**config.mk**
```make
export PLATFORM = sky130hd
export DESIGN_NAME = ruta_ctrl_seg
export DESIGN_NICKNAME = d
export VERILOG_FILES = /design/src/rtl/ruta_ctrl_seg.sv
export SDC_FILE = /design/constraint.sdc
export NUM_CORES = 1
export LEC_CHECK = 0
export CORE_MARGIN = 8
export CORE_UTILIZATION = 50
export DETAILED_ROUTE_END_ITERATION = 12
export PLACE_DENSITY = 0.86
export SYNTH_ARGS = -nofsm -noshare
export SYNTH_HDL_FRONTEND = slang
export SYNTH_SLANG_ARGS = --single-unit
```
**constraint.sdc**
```tcl
create_clock -name clk -period 7.3 [get_ports clk]
set_input_delay 1.46 -clock clk [delete_from_list [all_inputs] [get_ports clk]]
set_output_delay 1.46 -clock clk [all_outputs]
set_load 0.005 [all_outputs]
```
**src/rtl/ruta_ctrl_seg.sv**
```systemverilog
// Pipelined ID-stage control decoder: decodes opcode/funct and carries EX/MEM/WB control through ID/EX, EX/MEM, MEM/WB.
// Latency: SEL_DIR/resetIF/REG_RD/SEL_IM/pc_en/ifid_en are combinational; ctrl_EXE +1, ctrl_MEM +2, ctrl_WB +3 cycles.
// Backpressure: load-use hazard drops pc_en/ifid_en for one cycle and injects a NOP bubble into EX; j/jr flush IF/ID.
//
// Ports:
//   clk, reset          rising-edge clock, synchronous active-high reset
//   opcode, funct       instr[31:26] / instr[5:0] held in IF/ID
//   rs, rt, rd          register fields from IF/ID
//   SEL_DIR, resetIF    next-PC select and active-low IF/ID flush (ID, comb.)
//   REG_RD, SEL_IM      active-low regfile read enable, immediate extension select (ID, comb.)
//   pc_en, ifid_en      PC and IF/ID load enables (ID, comb.)
//   ctrl_EXE/dest_EX    EX-stage control {ALU_FUN,SEL_ALU,SEL_REG} and destination
//   ctrl_MEM/dest_MEM   MEM-stage control {MEM_RD_n,MEM_WR_n,w_h} and destination
//   ctrl_WB/dest_WB     WB-stage control {DIR_WB,REG_WR_n} and destination
//   illegal_op          one-cycle pulse when an undecodable instruction enters EX
//   stall_cnt           saturating count of load-use stall cycles since reset
module ruta_ctrl_seg #(
    parameter int         REGW      = 5,
    parameter int         CNT_W     = 16,
    parameter logic [5:0] JR_FUNCT  = 6'h08,
    parameter bit         HAZARD_EN = 1'b1
) (
    input  logic             clk,
    input  logic             reset,
    input  logic [5:0]       opcode,
    input  logic [5:0]       funct,
    input  logic [REGW-1:0]  rs,
    input  logic [REGW-1:0]  rt,
    input  logic [REGW-1:0]  rd,
    output logic [1:0]       SEL_DIR,
    output logic             resetIF,
    output logic             REG_RD,
    output logic             SEL_IM,
    output logic             pc_en,
    output logic             ifid_en,
    output logic [4:0]       ctrl_EXE,
    output logic [REGW-1:0]  dest_EX,
    output logic [2:0]       ctrl_MEM,
    output logic [REGW-1:0]  dest_MEM,
    output logic [1:0]       ctrl_WB,
    output logic [REGW-1:0]  dest_WB,
    output logic             illegal_op,
    output logic [CNT_W-1:0] stall_cnt
);

    // Internal operation codes. jr shares funct 0x08 with the addi opcode,
    // so it is moved to an otherwise unused code.
    localparam logic [5:0] C_J    = 6'h02;
    localparam logic [5:0] C_ADDI = 6'h08;
    localparam logic [5:0] C_SLTI = 6'h0a;
    localparam logic [5:0] C_ANDI = 6'h0c;
    localparam logic [5:0] C_ORI  = 6'h0d;
    localparam logic [5:0] C_JR   = 6'h18;
    localparam logic [5:0] C_ADD  = 6'h20;
    localparam logic [5:0] C_SUB  = 6'h22;
    localparam logic [5:0] C_AND  = 6'h24;
    localparam logic [5:0] C_OR   = 6'h25;
    localparam logic [5:0] C_NOR  = 6'h27;
    localparam logic [5:0] C_SLT  = 6'h2a;
    localparam logic [5:0] C_LW   = 6'h23;
    localparam logic [5:0] C_SH   = 6'h29;
    localparam logic [5:0] C_SW   = 6'h2b;

    localparam logic [4:0] NOP_EXE = 5'b00000;
    localparam logic [2:0] NOP_MEM = 3'b110;
    localparam logic [1:0] NOP_WB  = 2'b11;

    // ---------------- ID decode ----------------
    logic [5:0]      code;
    logic [2:0]      alu_fun;
    logic            sel_alu, sel_reg;
    logic            mem_rd_n, mem_wr_n, w_h;
    logic            dir_wb, reg_wr_n;
    logic            legal, reads_rs, reads_rt, is_j, is_jr, sign_ext;
    logic [4:0]      dec_exe;
    logic [2:0]      dec_mem;
    logic [1:0]      dec_wb;
    logic [REGW-1:0] dec_dest;

    always_comb begin
        if (opcode != 6'h00)        code = opcode;
        else if (funct == JR_FUNCT) code = C_JR;
        else                        code = funct;

        alu_fun  = 3'b000;
        sel_alu  = 1'b0;
        sel_reg  = 1'b0;
        mem_rd_n = 1'b1;
        mem_wr_n = 1'b1;
        w_h      = 1'b0;
        dir_wb   = 1'b1;
        reg_wr_n = 1'b1;
        legal    = 1'b1;
        reads_rs = 1'b0;
        reads_rt = 1'b0;
        is_j     = 1'b0;
        is_jr    = 1'b0;
        sign_ext = 1'b0;

        case (code)
            C_ADD, C_SUB, C_AND, C_OR, C_NOR, C_SLT: begin
                sel_reg  = 1'b1;
                reads_rs = 1'b1;
                reads_rt = 1'b1;
                reg_wr_n = 1'b0;
                case (code)
                    C_SUB:   alu_fun = 3'b001;
                    C_AND:   alu_fun = 3'b010;
                    C_OR:    alu_fun = 3'b011;
                    C_NOR:   alu_fun = 3'b100;
                    C_SLT:   alu_fun = 3'b101;
                    default: alu_fun = 3'b000;
                endcase
            end
            C_ADDI, C_ANDI, C_ORI, C_SLTI: begin
                sel_alu  = 1'b1;
                reads_rs = 1'b1;
                reg_wr_n = 1'b0;
                case (code)
                    C_ANDI:  alu_fun = 3'b010;
                    C_ORI:   alu_fun = 3'b011;
                    C_SLTI:  alu_fun = 3'b101;
                    default: alu_fun = 3'b000;
                endcase
                sign_ext = (code == C_ADDI) || (code == C_SLTI);
            end
            C_LW: begin
                sel_alu  = 1'b1;
                reads_rs = 1'b1;
                mem_rd_n = 1'b0;
                dir_wb   = 1'b0;
                reg_wr_n = 1'b0;
                sign_ext = 1'b1;
            end
            C_SW, C_SH: begin
                sel_alu  = 1'b1;
                reads_rs = 1'b1;
                reads_rt = 1'b1;
                mem_wr_n = 1'b0;
                w_h      = (code == C_SH);
                sign_ext = 1'b1;
            end
            C_J:     is_j = 1'b1;
            C_JR: begin
                is_jr    = 1'b1;
                reads_rs = 1'b1;
            end
            default: legal = 1'b0;
        endcase
    end

    assign dec_exe  = {alu_fun, sel_alu, sel_reg};
    assign dec_mem  = {mem_rd_n, mem_wr_n, w_h};
    assign dec_wb   = {dir_wb, reg_wr_n};
    assign dec_dest = sel_reg ? rd : rt;

    // ---------------- pipeline registers ----------------
    // The EX stage keeps the whole bundle because its MEM/WB parts travel on.
    logic [4:0]       ex_exe_q,  ex_exe_d;
    logic [2:0]       ex_mem_q,  ex_mem_d;
    logic [1:0]       ex_wb_q,   ex_wb_d;
    logic [REGW-1:0]  ex_dest_q, ex_dest_d;
    logic [2:0]       mem_mem_q, mem_mem_d;
    logic [1:0]       mem_wb_q,  mem_wb_d;
    logic [REGW-1:0]  mem_dest_q, mem_dest_d;
    logic [1:0]       wb_wb_q,   wb_wb_d;
    logic [REGW-1:0]  wb_dest_q, wb_dest_d;
    logic             illegal_q, illegal_d;
    logic [CNT_W-1:0] stall_cnt_q, stall_cnt_d;

    // ---------------- load-use hazard ----------------
    // A load in EX whose destination is read by the ID instruction. x0 never hazards.
    logic ld_in_ex, rs_hit, rt_hit, stall;

    assign ld_in_ex = ~ex_mem_q[2] && (ex_dest_q != '0);
    assign rs_hit   = reads_rs && (ex_dest_q == rs);
    assign rt_hit   = reads_rt && (ex_dest_q == rt);
    assign stall    = HAZARD_EN && ld_in_ex && (rs_hit || rt_hit);

    // ---------------- ID-stage combinational outputs ----------------
    // A stalled jr must not redirect yet: its rs value is still in flight.
    always_comb begin
        SEL_DIR = 2'b00;
        if (!stall) begin
            if (is_j)       SEL_DIR = 2'b01;
            else if (is_jr) SEL_DIR = 2'b10;
        end
    end

    assign resetIF = ~((is_j || is_jr) && !stall);
    assign REG_RD  = is_j;
    assign SEL_IM  = ~sign_ext;
    assign pc_en   = ~stall;
    assign ifid_en = ~stall;

    always_comb begin
        if (stall || !legal) begin
            ex_exe_d  = NOP_EXE;
            ex_mem_d  = NOP_MEM;
            ex_wb_d   = NOP_WB;
            ex_dest_d = '0;
        end else begin
            ex_exe_d  = dec_exe;
            ex_mem_d  = dec_mem;
            ex_wb_d   = dec_wb;
            ex_dest_d = dec_dest;
        end
        mem_mem_d  = ex_mem_q;
        mem_wb_d   = ex_wb_q;
        mem_dest_d = ex_dest_q;
        wb_wb_d    = mem_wb_q;
        wb_dest_d  = mem_dest_q;
        illegal_d  = !legal && !stall;
        stall_cnt_d = stall_cnt_q;
        if (stall && (stall_cnt_q != {CNT_W{1'b1}}))
            stall_cnt_d = stall_cnt_q + {{(CNT_W-1){1'b0}}, 1'b1};
    end

    always_ff @(posedge clk) begin
        if (reset) begin
            ex_exe_q    <= NOP_EXE;
            ex_mem_q    <= NOP_MEM;
            ex_wb_q     <= NOP_WB;
            ex_dest_q   <= '0;
            mem_mem_q   <= NOP_MEM;
            mem_wb_q    <= NOP_WB;
            mem_dest_q  <= '0;
            wb_wb_q     <= NOP_WB;
            wb_dest_q   <= '0;
            illegal_q   <= 1'b0;
            stall_cnt_q <= '0;
        end else begin
            ex_exe_q    <= ex_exe_d;
            ex_mem_q    <= ex_mem_d;
            ex_wb_q     <= ex_wb_d;
            ex_dest_q   <= ex_dest_d;
            mem_mem_q   <= mem_mem_d;
            mem_wb_q    <= mem_wb_d;
            mem_dest_q  <= mem_dest_d;
            wb_wb_q     <= wb_wb_d;
            wb_dest_q   <= wb_dest_d;
            illegal_q   <= illegal_d;
            stall_cnt_q <= stall_cnt_d;
        end
    end

    assign ctrl_EXE   = ex_exe_q;
    assign dest_EX    = ex_dest_q;
    assign ctrl_MEM   = mem_mem_q;
    assign dest_MEM   = mem_dest_q;
    assign ctrl_WB    = wb_wb_q;
    assign dest_WB    = wb_dest_q;
    assign illegal_op = illegal_q;
    assign stall_cnt  = stall_cnt_q;

endmodule

```
# Yosys cells after proc, flatten, opt, wreduce, memory -nomap -nowiden
# Cells that the tools add are included.
[op_classes]
n_reduce_logical = 26
n_addsub = 1
eq_ne = 19
mux = 20
bitwise_logic = 5
[op_table]
columns = ["cell", "count"]
rows = [
  ["$eq A6 B6 Y1 const B", 9],
  ["$eq A6 B4 Y1 const B", 5],
  ["$add A16 B1 Y16 const B", 1],
  ["$ne A16 B16 Y1 const B", 1],
  ["$pmux W3 S5", 1],
  ["$reduce_or A15 Y1", 1],
  ["$reduce_or A14 Y1", 1],
  ["$mux W6", 2],
  ["$reduce_or A11 Y1", 1],
  ["$eq A5 B5 Y1", 2],
  ["$mux W1", 10],
  ["$pmux W3 S3", 1],
  ["$reduce_or A8 Y1", 1],
  ["$logic_and A1 B1 Y1", 7],
  ["$reduce_or A7 Y1", 1],
  ["$eq A6 B2 Y1 const B", 1],
  ["$eq A6 B5 Y1 const B", 1],
  ["$mux W2", 3],
  ["$pmux W3 S2", 1],
  ["$reduce_bool A6 Y1", 1],
  ["$reduce_or A3 Y1", 2],
  ["$reduce_or A6 Y1", 1],
  ["$mux W5", 1],
  ["$not A1 Y1", 5],
  ["6 further kinds", 11],
]
[word_totals]
in_bits = 29
reg_bits = 49
word_cells = 83
output_inout_bits = 49

# Depth between registers and ports, before layout
# Gate-level depths: netlist of run 1.
[logic_depth]
ltp_word = 12
mapped_depth = 11

# Worst setup path after synthesis of run 1
# OpenSTA, ideal clock, no wires.
[synth_timing]
path_kind = "input-to-output"
startpoint = "input port opcode[0]"
endpoint = "output port pc_en"
arrival_time_ns = 3.437
cell_stages = 10
setup_slack_ns = 2.403
required_time_ns = 5.840
path_buffers = 4
path_cell_list = "buf_2 > or4_4 > o41ai_4 > o21ai_1 > a21oi_1 > nand2b_4 > and2_4 > buf_6 > buf_6 > buf_4"
[synth_via]
elab_chain_cells = 9
word_cells_on_any_way = 25
cone_classes = "14 x eq/ne; 3 x mux; 1 x bitwise; 7 x reduce/logical"
[synth_lines]
columns = ["element", "line_no", "source"]
rows = [
  ["from (decl)", "25", "input logic [5:0] opcode,"],
  ["$reduce_bool A6 Y1", "81", "if (opcode != 6'h00) code = opcode;"],
  ["$mux W6 (*)", "81", ""],
  ["$eq A6 B4 Y1, or another cell as far along", "100", "case (code)"],
  ["$reduce_or A14 Y1 (no source line) or $reduce_or A8 Y1 (tied branches)", "--", ""],
  ["$mux W1", "100", ""],
  ["$logic_and A1 B1 Y1 (on tied branches)", "176, 177", ""],
  ["$logic_or A1 B1 Y1 (*)", "178", "assign stall = HAZARD_EN && ld_in_ex && (rs_hit || rt_hit);"],
  ["$logic_and A1 B1 Y1 (*)", "178", ""],
  ["$not A1 Y1 (*)", "--", ""],
  ["to (decl)", "34", "output logic pc_en,"],
]
# Mark *: on every way between the ends. The rest lies on a longest branch, timed or not.

# Final worst setup path of run 1
[layout_timing]
startpoint = "input port opcode[3]"
endpoint = "output port pc_en"
[layout_via]
elab_chain_cells = 9
word_cells_on_any_way = 25
cone_classes = "14 x eq/ne; 3 x mux; 1 x bitwise; 7 x reduce/logical"
[layout_lines]
columns = ["element", "line_no", "source"]
rows = [
  ["$reduce_bool A6 Y1", "81", ""],
  ["$mux W6 (*)", "81", ""],
  ["$eq A6 B4 Y1, or another cell as far along", "100", ""],
  ["$reduce_or A14 Y1 (no source line) or $reduce_or A8 Y1 (tied branches)", "--", ""],
  ["$mux W1", "100", ""],
  ["$logic_and A1 B1 Y1 (on tied branches)", "176, 177", ""],
  ["$logic_or A1 B1 Y1 (*)", "178", ""],
  ["$logic_and A1 B1 Y1 (*)", "178", ""],
  ["$not A1 Y1 (*)", "193", "assign pc_en = ~stall;"],
]
# Marked as above.

==> results of run 1 <==
## flip-flops by register name (all words and copies together) (netlist names)
signal	flops
dest_EX	5
stall_cnt	16
ctrl_WB	2
ctrl_MEM	3
ex_wb_q	1
dest_MEM	5
ex_mem_q	3
illegal_op	1
mem_wb_q	1
ctrl_EXE	5
dest_WB	5
## synthesized netlist by cell type (all sizes together) (2+ instances only)
cell / n / share of area, %
mux2i: 7 / 2.9
or2: 5 / 1.3
nor4: 6 / 2.2
a211oi: 5 / 1.8
a21oi: 10 / 2.1
nor3: 14 / 2.9
or4: 4 / 1.4
nand3b: 2 / 0.62
o21ai: 6 / 1.2
and2: 3 / 0.88
nor2: 29 / 4.5
and3: 4 / 1.0
xnor2: 6 / 2.2
nand2b: 5 / 1.7
nand2: 17 / 2.6
a31o: 3 / 1.1
dfxtp: 47 / 39
mux2: 9 / 4.2
buf: 10 / 2.7
nand3: 5 / 1.0
nor2b: 21 / 5.4
and4: 2 / 0.72
clkbuf: 6 / 0.93
inv: 8 / 1.2
nor3b: 2 / 0.62
a31oi: 5 / 1.3
nand4: 4 / 1.0
nor4b: 2 / 1.3
xor2: 6 / 2.2
o31ai: 2 / 0.62
## power groups by stage
stage	Sequential (mW)	Clock (mW)	Combinational (mW)
finish	0.264	0.157	0.0700
global route	0.264	0.171	0.0758
CTS	0.264	0.161	0.0701
detailed placement	0.270	0	0.0696
global placement	0.270	0	0.0682
floorplan	0.269	0	0.0372
## layout make-up
| cell class | count | area (um2) | share of cell area [%] |
|---|---|---|---|
| clock inverter | 3 | 23.8 | 0.725 |
| sequential | 47 | 941 | 28.7 |
| clock buffer | 5 | 68.8 | 2.10 |
| multi-input combinational | 201 | 1370 | 41.8 |
| tap | 54 | 67.6 | 2.06 |
| inverter | 8 | 30.0 | 0.916 |
| timing repair buffer | 78 | 778 | 23.7 |
## final timing paths
| kind | cells after the start | slack [ns] | to |
|---|---|---|---|
| hold / removal | 1 | 0.42 | mem_wb_q[0] |
| hold reg to reg | 1 | 0.42 | mem_wb_q[0] |
| setup / recovery | 8 | 1.46 | pc_en |
| setup reg to reg | 8 | 4.19 | stall_cnt[14] |
## stage by stage
stage / power, mW / instances / worst slack [ns] / utilization (%) / area [um2]
after floorplan: 0.307 / 272 / 2.40 / - / 2430
after global placement: 0.338 / 388 / 1.51 / 67.9 / 3190
after detailed placement: 0.339 / 388 / 1.48 / 67.9 / 3190
after CTS: 0.495 / 396 / 1.48 / 69.9 / 3280
after global routing: 0.511 / 396 / 1.24 / 69.9 / 3280
final: 0.491 / 396 / 1.46 / 69.9 / 3280
## metal layers
metal  vias up  share of wire, %
met5         -                 0
met4         0               1.5
met3         9               4.3
met2        56                54
met1      1056                40
li1       1104                 -
## critical path: stages
cell and delay (ns):
clkdlybuf4s50_1 0.63, or4_4 0.58, o41ai_4 0.41, o21ai_1 0.11
a21oi_1 0.22, nand2b_4 0.18, and2_4 0.25, clkdlybuf4s50_1 0.54
## cells by family (layout without fill, tap and decap cells)
family,count (synthesis),count (layout),synth area share [%]
xor gates and xnor gates,12,12,4.33
DFF,47,47,38.7
muxes,16,16,7.05
adders and majority gates,1,1,0.515
buffers and inverters,24,94,4.89
and+or+nand+nor,127,127,30.0
AOI/OAI and AO/OA,45,45,14.5
==> impl_metrics.yaml, run 1 <==
die:
  die_h_um: 85.7
  initial_core_util_pct: 51.8
  coreArea_um2: 4690
  fp.dieArea_um2: 7350
  die_w_um: 85.7
  rows: 25
  boundaryPins: 78
setup_path:
  cp_data_required_time_ns: 5.84
  setup.worst_path.class: "input port to primary output"
  crit_arrival_ns: 4.38
  critPathCaptureType: "primary output"
  r2r_start: "stall_cnt[2]"
  worstSetupStartpointType: "input port"
  cp_max_fo: 16
  crit_start: "opcode[3]"
timing:
  hold_slack_ns: 0.418
  relSlewSlack_pct: 45.0
  timing.fmax_ghz: 0.171
  max_slew.worst_pin.slew_ns: 0.818
  hold_viol: 0
  rsz0062_at_grt: "no"
  fin_crit_ns: 5.84
  slew_viol_final: 0
  fin_tns_setup_ns: 0
  fin_crit_sh_pct: 80.0
  finClkSkew_ns: 0.00673
  finalSetupViolations: 0
global_routing:
  grt_overflow: 0
  grt_use_met2_pct: 30.7
  grt_pass1_wl_um: 10000
  met3_usage_pct: 3.44
  grt_max_degree: 47
  grt_use_met1_pct: 18.2
  grt_pass1_vias: 2119
  gr-usage-all-layers_pct: 16.8
  antenna_found_initial: 0
  top_usage_layer: "met2"
cells_and_area:
  area_delta_synth_final_pct: 35.0
  fillers: 369
  final_common_cell: "clkdlybuf4s50_1"
  layout-drive-gt1-share_pct: 8.48
  nets: 371
  insertedDiodeCount: 0
  layout.cells.most_common_list: "77 x clkdlybuf4s50_1, 47 x dfxtp_1, 29 x nor2_1"
routing:
  via_per_inst: 5.62
  wl_per_cell_um: 15.8
  wl_um: 6270
  dr.first_iter.drc_count: 125
  route.antenna.remaining_nets: 0
  first_pass_iters: 4
  drcViolationCount: 0
  via_count: 2225
clock_network:
  cts_tree: "yes"
  cts_resized: 0
  numCtsBuffers: 5
  cts_setup_buffers: 0
  clock_path_buffers: 2
  cts_root_buffer: "clkbuf_8"
  cts.reportedPaths.clkPinSlew_ns: 0.09
  cts_htree_levels: 2
  insertion_delay_ns: 0.30
  cts.sinks: 47
  hold_buffers: 0
power_and_ir_drop:
  p_seq_share_pct: 53.7
  power_leakage_nw: 1.22
  power_frac_comb_pct: 14.3
  powerDensity_nw_per_um2: 150
  clockPowerShare_pct: 32.0
  p_int_mw: 0.365
  power_switching_mw: 0.125
  switching_share_pct: 25.5
  peakVddDrop_mv: 0.0767
yosys:
  ys.warnings.count: 0
  synthArstFlopShare_pct: 0
  yosysSeqAreaShare_pct: 38.7
  syn_area_um2: 2430
  synth.distinct_cells: 59
  synth_seq_cells: 47
  synth_flop_cell: "dfxtp_1"
  syn-num-nets: 302
  synth_edf_count: 0
  netlist_instances: 272
  avgSynthCellArea_um2: 8.93
place:
  post-dp-hpwl_um: 4890
  port_buffers: 77
  gp_congestion: 0.902
status:
  status: "complete, no violations"
run:
  maxCapViolCount: 0
worst_hold_path:
  hp-class: "flop to flop"
  hp-start: "ex_wb_q[0]"
No activity file was read; power rests on OpenSTA's default activity.
==> inputs of run 2 (changes only) <==
--- a/config.mk
+++ b/config.mk
@@ -6,9 +6,9 @@
 export NUM_CORES = 1
 export LEC_CHECK = 0
 export CORE_MARGIN = 8
-export CORE_UTILIZATION = 50
+export CORE_UTILIZATION = 46
 export DETAILED_ROUTE_END_ITERATION = 12
-export PLACE_DENSITY = 0.86
+export PLACE_DENSITY = 0.8
 export SYNTH_ARGS = -nofsm -noshare
 export SYNTH_HDL_FRONTEND = slang
 export SYNTH_SLANG_ARGS = --single-unit
==> constraint.sdc (replaced) <==
create_clock -name clk -period 6 [get_ports clk]
set_input_delay 1.2 -clock clk [delete_from_list [all_inputs] [get_ports clk]]
set_output_delay 1.2 -clock clk [all_outputs]
set_load 0.005 [all_outputs]
==> run 2 against run 1 <==
Sequential power is 22% higher. Clock skew is 0.0039 ns lower. Combinational power grew 21%. Core utilization decreased by 5.3 points. Register-to-register slack worse by 1.2 ns. Sequential cell count unchanged. First-iteration DRC count grew 39%. Cell count grew 4.0%. Worst setup slack lost 0.76 ns. Largest power group unchanged.
==> impl_metrics.yaml, run 2 (synthesis results as in run 1) <==
status:
  status: "complete, no violations"
run:
  maxCapViolCount: 0
timing:
  finalSetupViolations: 0
  rsz0062_at_grt: "no"
  fin_crit_ns: 5.30
  max_slew.worst_pin.slew_ns: 0.791
  slew_viol_final: 0
  fin_crit_sh_pct: 88.4
  finClkSkew_ns: 0.00286
  fin_tns_setup_ns: 0
  timing.fmax_ghz: 0.189
  hold_viol: 0
  relSlewSlack_pct: 46.9
setup_path:
  r2r_start: "stall_cnt[2]"
  cp_data_required_time_ns: 4.80
  ff2ff_setup_slack_ns: 2.95
  crit_arrival_ns: 4.10
  cp_max_fo: 10
  critPathCaptureType: "primary output"
  r2r-end: "stall_cnt[14]"
  worstSetupStartpointType: "input port"
  setup.worst_path.class: "input port to primary output"
  r2r_cells: 8
die:
  fp.dieArea_um2: 7860
  coreArea_um2: 5110
  die_w_um: 88.7
  initial_core_util_pct: 47.6
  boundaryPins: 78
  rows: 26
  die_h_um: 88.7
place:
  gp_congestion: 0.946
  dpl.cell_count: 404
  port_buffers: 77
  post-dp-hpwl_um: 4840
  dpl_cell_area_um2: 3210
clock_network:
  clock_path_buffers: 2
  cts_root_buffer: "clkbuf_8"
  numCtsBuffers: 5
  insertion_delay_ns: 0.29
  cts.reportedPaths.clkPinSlew_ns: 0.09
  cts_resized: 0
  cts_tree: "yes"
  hold_buffers: 0
  cts_htree_levels: 2
  cts_setup_buffers: 0
  cts.sinks: 47
cells_and_area:
  layout-drive-gt1-share_pct: 8.48
  multi_input_area_um2: 1370
  area_delta_synth_final_pct: 35.8
  insertedDiodeCount: 0
  instances_no_fill: 412
  fin_area_um2: 3300
  register_area_um2: 941
  final_common_cell: "clkdlybuf4s50_1"
  fillers: 440
  layout.cells.most_common_list: "77 x clkdlybuf4s50_1, 47 x dfxtp_1, 29 x nor2_1"
  largest_reg_flops: 16
  nets: 371
power_and_ir_drop:
  peakVddDrop_mv: 0.0930
  powerDensity_nw_per_um2: 180
  power_leakage_nw: 1.22
worst_hold_path:
  hp-start: "mem_wb_q[0]"
  min_to: "ctrl_WB[0]"
  hp-class: "flop to flop"
  min_path_cells: 1
global_routing:
  antenna_found_initial: 0
  grt_max_degree: 47
  grt_overflow: 0
  grt_pass1_wl_um: 10100
  gr-usage-all-layers_pct: 15.9
  grt_pass1_vias: 2127
routing:
  via_per_inst: 5.36
  via_count: 2207
  wl_per_cell_um: 14.7
  drcViolationCount: 0
  wl_um: 6070
  route.antenna.remaining_nets: 0
  first_pass_iters: 4
  dr.first_iter.drc_count: 174
==> run 2: cell count changes in the layout (fill, tap and decap cells not counted) <==
| cell | delta |
|---|---|
| clkinv_4 | +2 |
| clkinvlp_4 | -1 |
| inv_6 | -1 |
==> run 2: routing by layer <==
layer / GRT usage [%] / share of wire (%) / vias up
li1: - / - / 1094
met1: 18.1 / 41 / 1029
met2: 29.2 / 53 / 80
met3: 3.34 / 5.3 / 4
met4: 3.69 / 0.69 / 0
met5: 0 / 0 / -
==> run 2: cell type report <==
class,count,share of cell area (%)
repair buffers,78,23.6
well taps,70,2.65
clock inverters,3,0.758
clock buffers,5,2.08
flip-flops and latches,47,28.5
inverters,8,0.910
multi-input cells,201,41.5
==> run 2: worst max path at each step <==
stage               to  slack (ns)  cells after the start       from
6_report       resetIF        0.70                      9  opcode[4]
5_1_grt        resetIF        0.49                      9  opcode[4]
4_1_cts        resetIF        0.71                      9  opcode[4]
3_5_place_dp   resetIF        0.70                      9  opcode[4]
3_3_place_gp   resetIF        0.74                      9  opcode[4]
2_1_floorplan    pc_en        1.62                     10  opcode[0]
==> run 2: report_power, final <==
| part | internal [mW] | total (mW) | switching [mW] |
|---|---|---|---|
| Combinational | 0.0441 | 0.0849 | 0.0409 |
| Clock | 0.0833 | 0.189 | 0.106 |
| Sequential | 0.317 | 0.321 | 0.00372 |
==> run 2: metrics by stage <==
step           power [mW]  utilization [%]  hold slack [ns]  setup slack (ns)
6_report            0.595             64.6            0.414             0.696
5_1_grt             0.624             64.6            0.423             0.491
4_1_cts             0.601             64.6            0.415             0.710
3_5_place_dp        0.413             62.8            0.393             0.701
3_3_place_gp        0.411             62.8            0.391             0.737
2_1_floorplan       0.373                -            0.389              1.62
==> run 2: critical path, stage by stage <==
cell and delay (ns):
clkdlybuf4s50_1 0.75, nor2_1 0.19, a31oi_1 0.59, mux2i_1 0.17
a211oi_1 0.25, a22oi_2 0.15, and3_1 0.21, nor2_1 0.09
clkdlybuf4s50_1 0.50
==> inputs of run 3 (changes only) <==
--- a/config.mk
+++ b/config.mk
@@ -8,7 +8,9 @@
 export CORE_MARGIN = 8
 export CORE_UTILIZATION = 46
 export DETAILED_ROUTE_END_ITERATION = 12
+export MAX_ROUTING_LAYER = met4
 export PLACE_DENSITY = 0.8
+export SETUP_SLACK_MARGIN = 0.5
 export SYNTH_ARGS = -nofsm -noshare
 export SYNTH_HDL_FRONTEND = slang
 export SYNTH_SLANG_ARGS = --single-unit
==> run 3 against run 2 <==
Non-clock buffer count is the same. Via count grew 1.7%. Sequential share of layout area shrank 0.47 points. Maximum frequency shrank 1.8%. Wire length grew 4.9%. Critical path depth shrank 1. Hold slack gained 0.0023 ns. Core utilization grew 1.1 points.
==> impl_metrics.yaml, run 3 (synthesis results as in run 1) <==
setup_path:
  r2r-end: "stall_cnt[14]"
  crit_start: "opcode[3]"
  r2r_start: "stall_cnt[2]"
  path_cells: "clkdlybuf4s50_1 -> nor4_1 -> a31oi_2 -> mux2i_1 -> a211oi_1 -> a22oi_2 -> and2_4 -> clkdlybuf4s50_1"
  r2r_cells: 8
  ff2ff_setup_slack_ns: 2.84
  cpMostUsedCell: "clkdlybuf4s50_1"
  crit_arrival_ns: 4.20
  critPathCaptureType: "primary output"
  max_stage_delay_ns: 0.63
  worstSetupStartpointType: "input port"
  setup.worst_path.class: "input port to primary output"
  cp_max_fo: 16
  crit_family: "buffers and inverters"
  path_depth: 8
  cp_data_required_time_ns: 4.80
  cp_num_buf_inv: 2
  worstSetupEndpoint: "ifid_en"
  slowest_stage: "clkdlybuf4s50_1"
die:
  initial_core_util_pct: 47.6
  die_w_um: 88.7
  coreArea_um2: 5110
  die_h_um: 88.7
  fp.dieArea_um2: 7860
  rows: 26
  boundaryPins: 78
clock_network:
  cts_htree_levels: 2
  cts_root_buffer: "clkbuf_8"
  cts.reportedPaths.clkPinSlew_ns: 0.09
  hold_buffers: 0
  numCtsBuffers: 5
  clock_path_buffers: 2
  insertion_delay_ns: 0.30
  cts.sinks: 47
  cts_tree: "yes"
cells_and_area:
  insertedDiodeCount: 0
  final_common_cell: "clkdlybuf4s50_1"
  finalCoreUtilization_pct: 65.7
  instances_no_fill: 412
  area_delta_synth_final_pct: 38.1
  layout.cells.most_common_list: "77 x clkdlybuf4s50_1, 47 x dfxtp_1, 29 x nor2_1"
  nets: 371
  largest_reg_flops: 16
  layout-drive-gt1-share_pct: 9.06
  fin_area_um2: 3360
power_and_ir_drop:
  peakVddDrop_mv: 0.121
  powerDensity_nw_per_um2: 204
  power_leakage_nw: 1.24
  finalPower_mw: 0.683
timing:
  finClkSkew_ns: 0.00492
  rsz0062_at_grt: "no"
  fin_crit_sh_pct: 90.0
  slew_viol_final: 0
  relSlewSlack_pct: 39.6
  fin_crit_ns: 5.40
  timing.fmax_ghz: 0.185
  finalSetupViolations: 0
  max_slew.worst_pin.slew_ns: 0.899
  hold_viol: 0
  fin_tns_setup_ns: 0
global_routing:
  grt_use_met1_pct: 18.0
  top_usage_layer: "met2"
  grt_pass1_vias: 2192
  met3_usage_pct: 3.53
  gr-usage-all-layers_pct: 16.9
  antenna_found_initial: 0
  grt_use_met2_pct: 29.0
  grt_max_degree: 47
  grt_pass1_wl_um: 10300
  grt_overflow: 0
routing:
  wl_um: 6360
  drcViolationCount: 0
  route.antenna.remaining_nets: 0
  wl_per_cell_um: 15.4
  dr.first_iter.drc_count: 143
  via_per_inst: 5.45
  first_pass_iters: 4
  via_count: 2244
run:
  maxCapViolCount: 0
place:
  dpl.cell_count: 404
  port_buffers: 77
  post-dp-hpwl_um: 4800
  gp_congestion: 0.957
  dpl_cell_area_um2: 3210
status:
  status: "complete, no violations"
worst_hold_path:
  hp-class: "flop to flop"
## run 3: changes by cell type in the layout (fill, tap and decap cells not counted)
cell	change
a31oi_1	-1
nor4_1	-1
clkinv_4	-2
bufinv_16	+2
nor4_2	+1
a31oi_2	+1
## run 3: per-stage QoR
step | hold slack [ns] | worst slack, ns
finish | 0.416 | 0.600
global route | 0.421 | 0.406
CTS | 0.418 | 0.624
detailed placement | 0.394 | 0.697
global placement | 0.393 | 0.685
floorplan | 0.389 | 1.62
## run 3: worst min-delay path by stage
stage / startpoint / slack, ns / endpoint / cells after the start
after global placement: ex_wb_q[0] / 0.39 / mem_wb_q[0] / 1
after detailed placement: ex_wb_q[0] / 0.39 / mem_wb_q[0] / 1
after global routing: ex_wb_q[0] / 0.42 / mem_wb_q[0] / 1
after CTS: mem_wb_q[0] / 0.42 / ctrl_WB[0] / 1
final: mem_wb_q[0] / 0.42 / ctrl_WB[0] / 1
after floorplan: ex_mem_q[1] / 0.39 / ctrl_MEM[1] / 1
## run 3: power breakdown
| part | internal (mW) | switching [mW] | leakage (nW) | total, mW |
|---|---|---|---|---|
| Clock | 0.166 | 0.110 | 0.0644 | 0.276 |
| Sequential | 0.317 | 0.00370 | 0.380 | 0.321 |
| Combinational | 0.0443 | 0.0421 | 0.798 | 0.0864 |
## run 3: metal layers
metal | vias up | wire length [um]
li1 | 1101 | -
met1 | 1051 | 2610
met2 | 77 | 3260
met3 | 15 | 328
met4 | 0 | 165
met5 | - | 0
## run 3: area by class of cell
type,count,area (um2)
Clock buffer,5,68.8
Sequential cell,47,941
Tap cell,70,87.6
Inverter,8,30.0
Timing Repair Buffer,78,778
Fill cell,446,1750
Multi-Input combinational cell,201,1380
Clock inverter,3,67.6
## run 3: what timing repair did
item / 4_1_cts / 5_1_grt
setup buffers: 0 / 0
endpoints found under the hold margin: 0 / 0
setup endpoints to repair: 0 / 3
resized for setup: 0 / 2
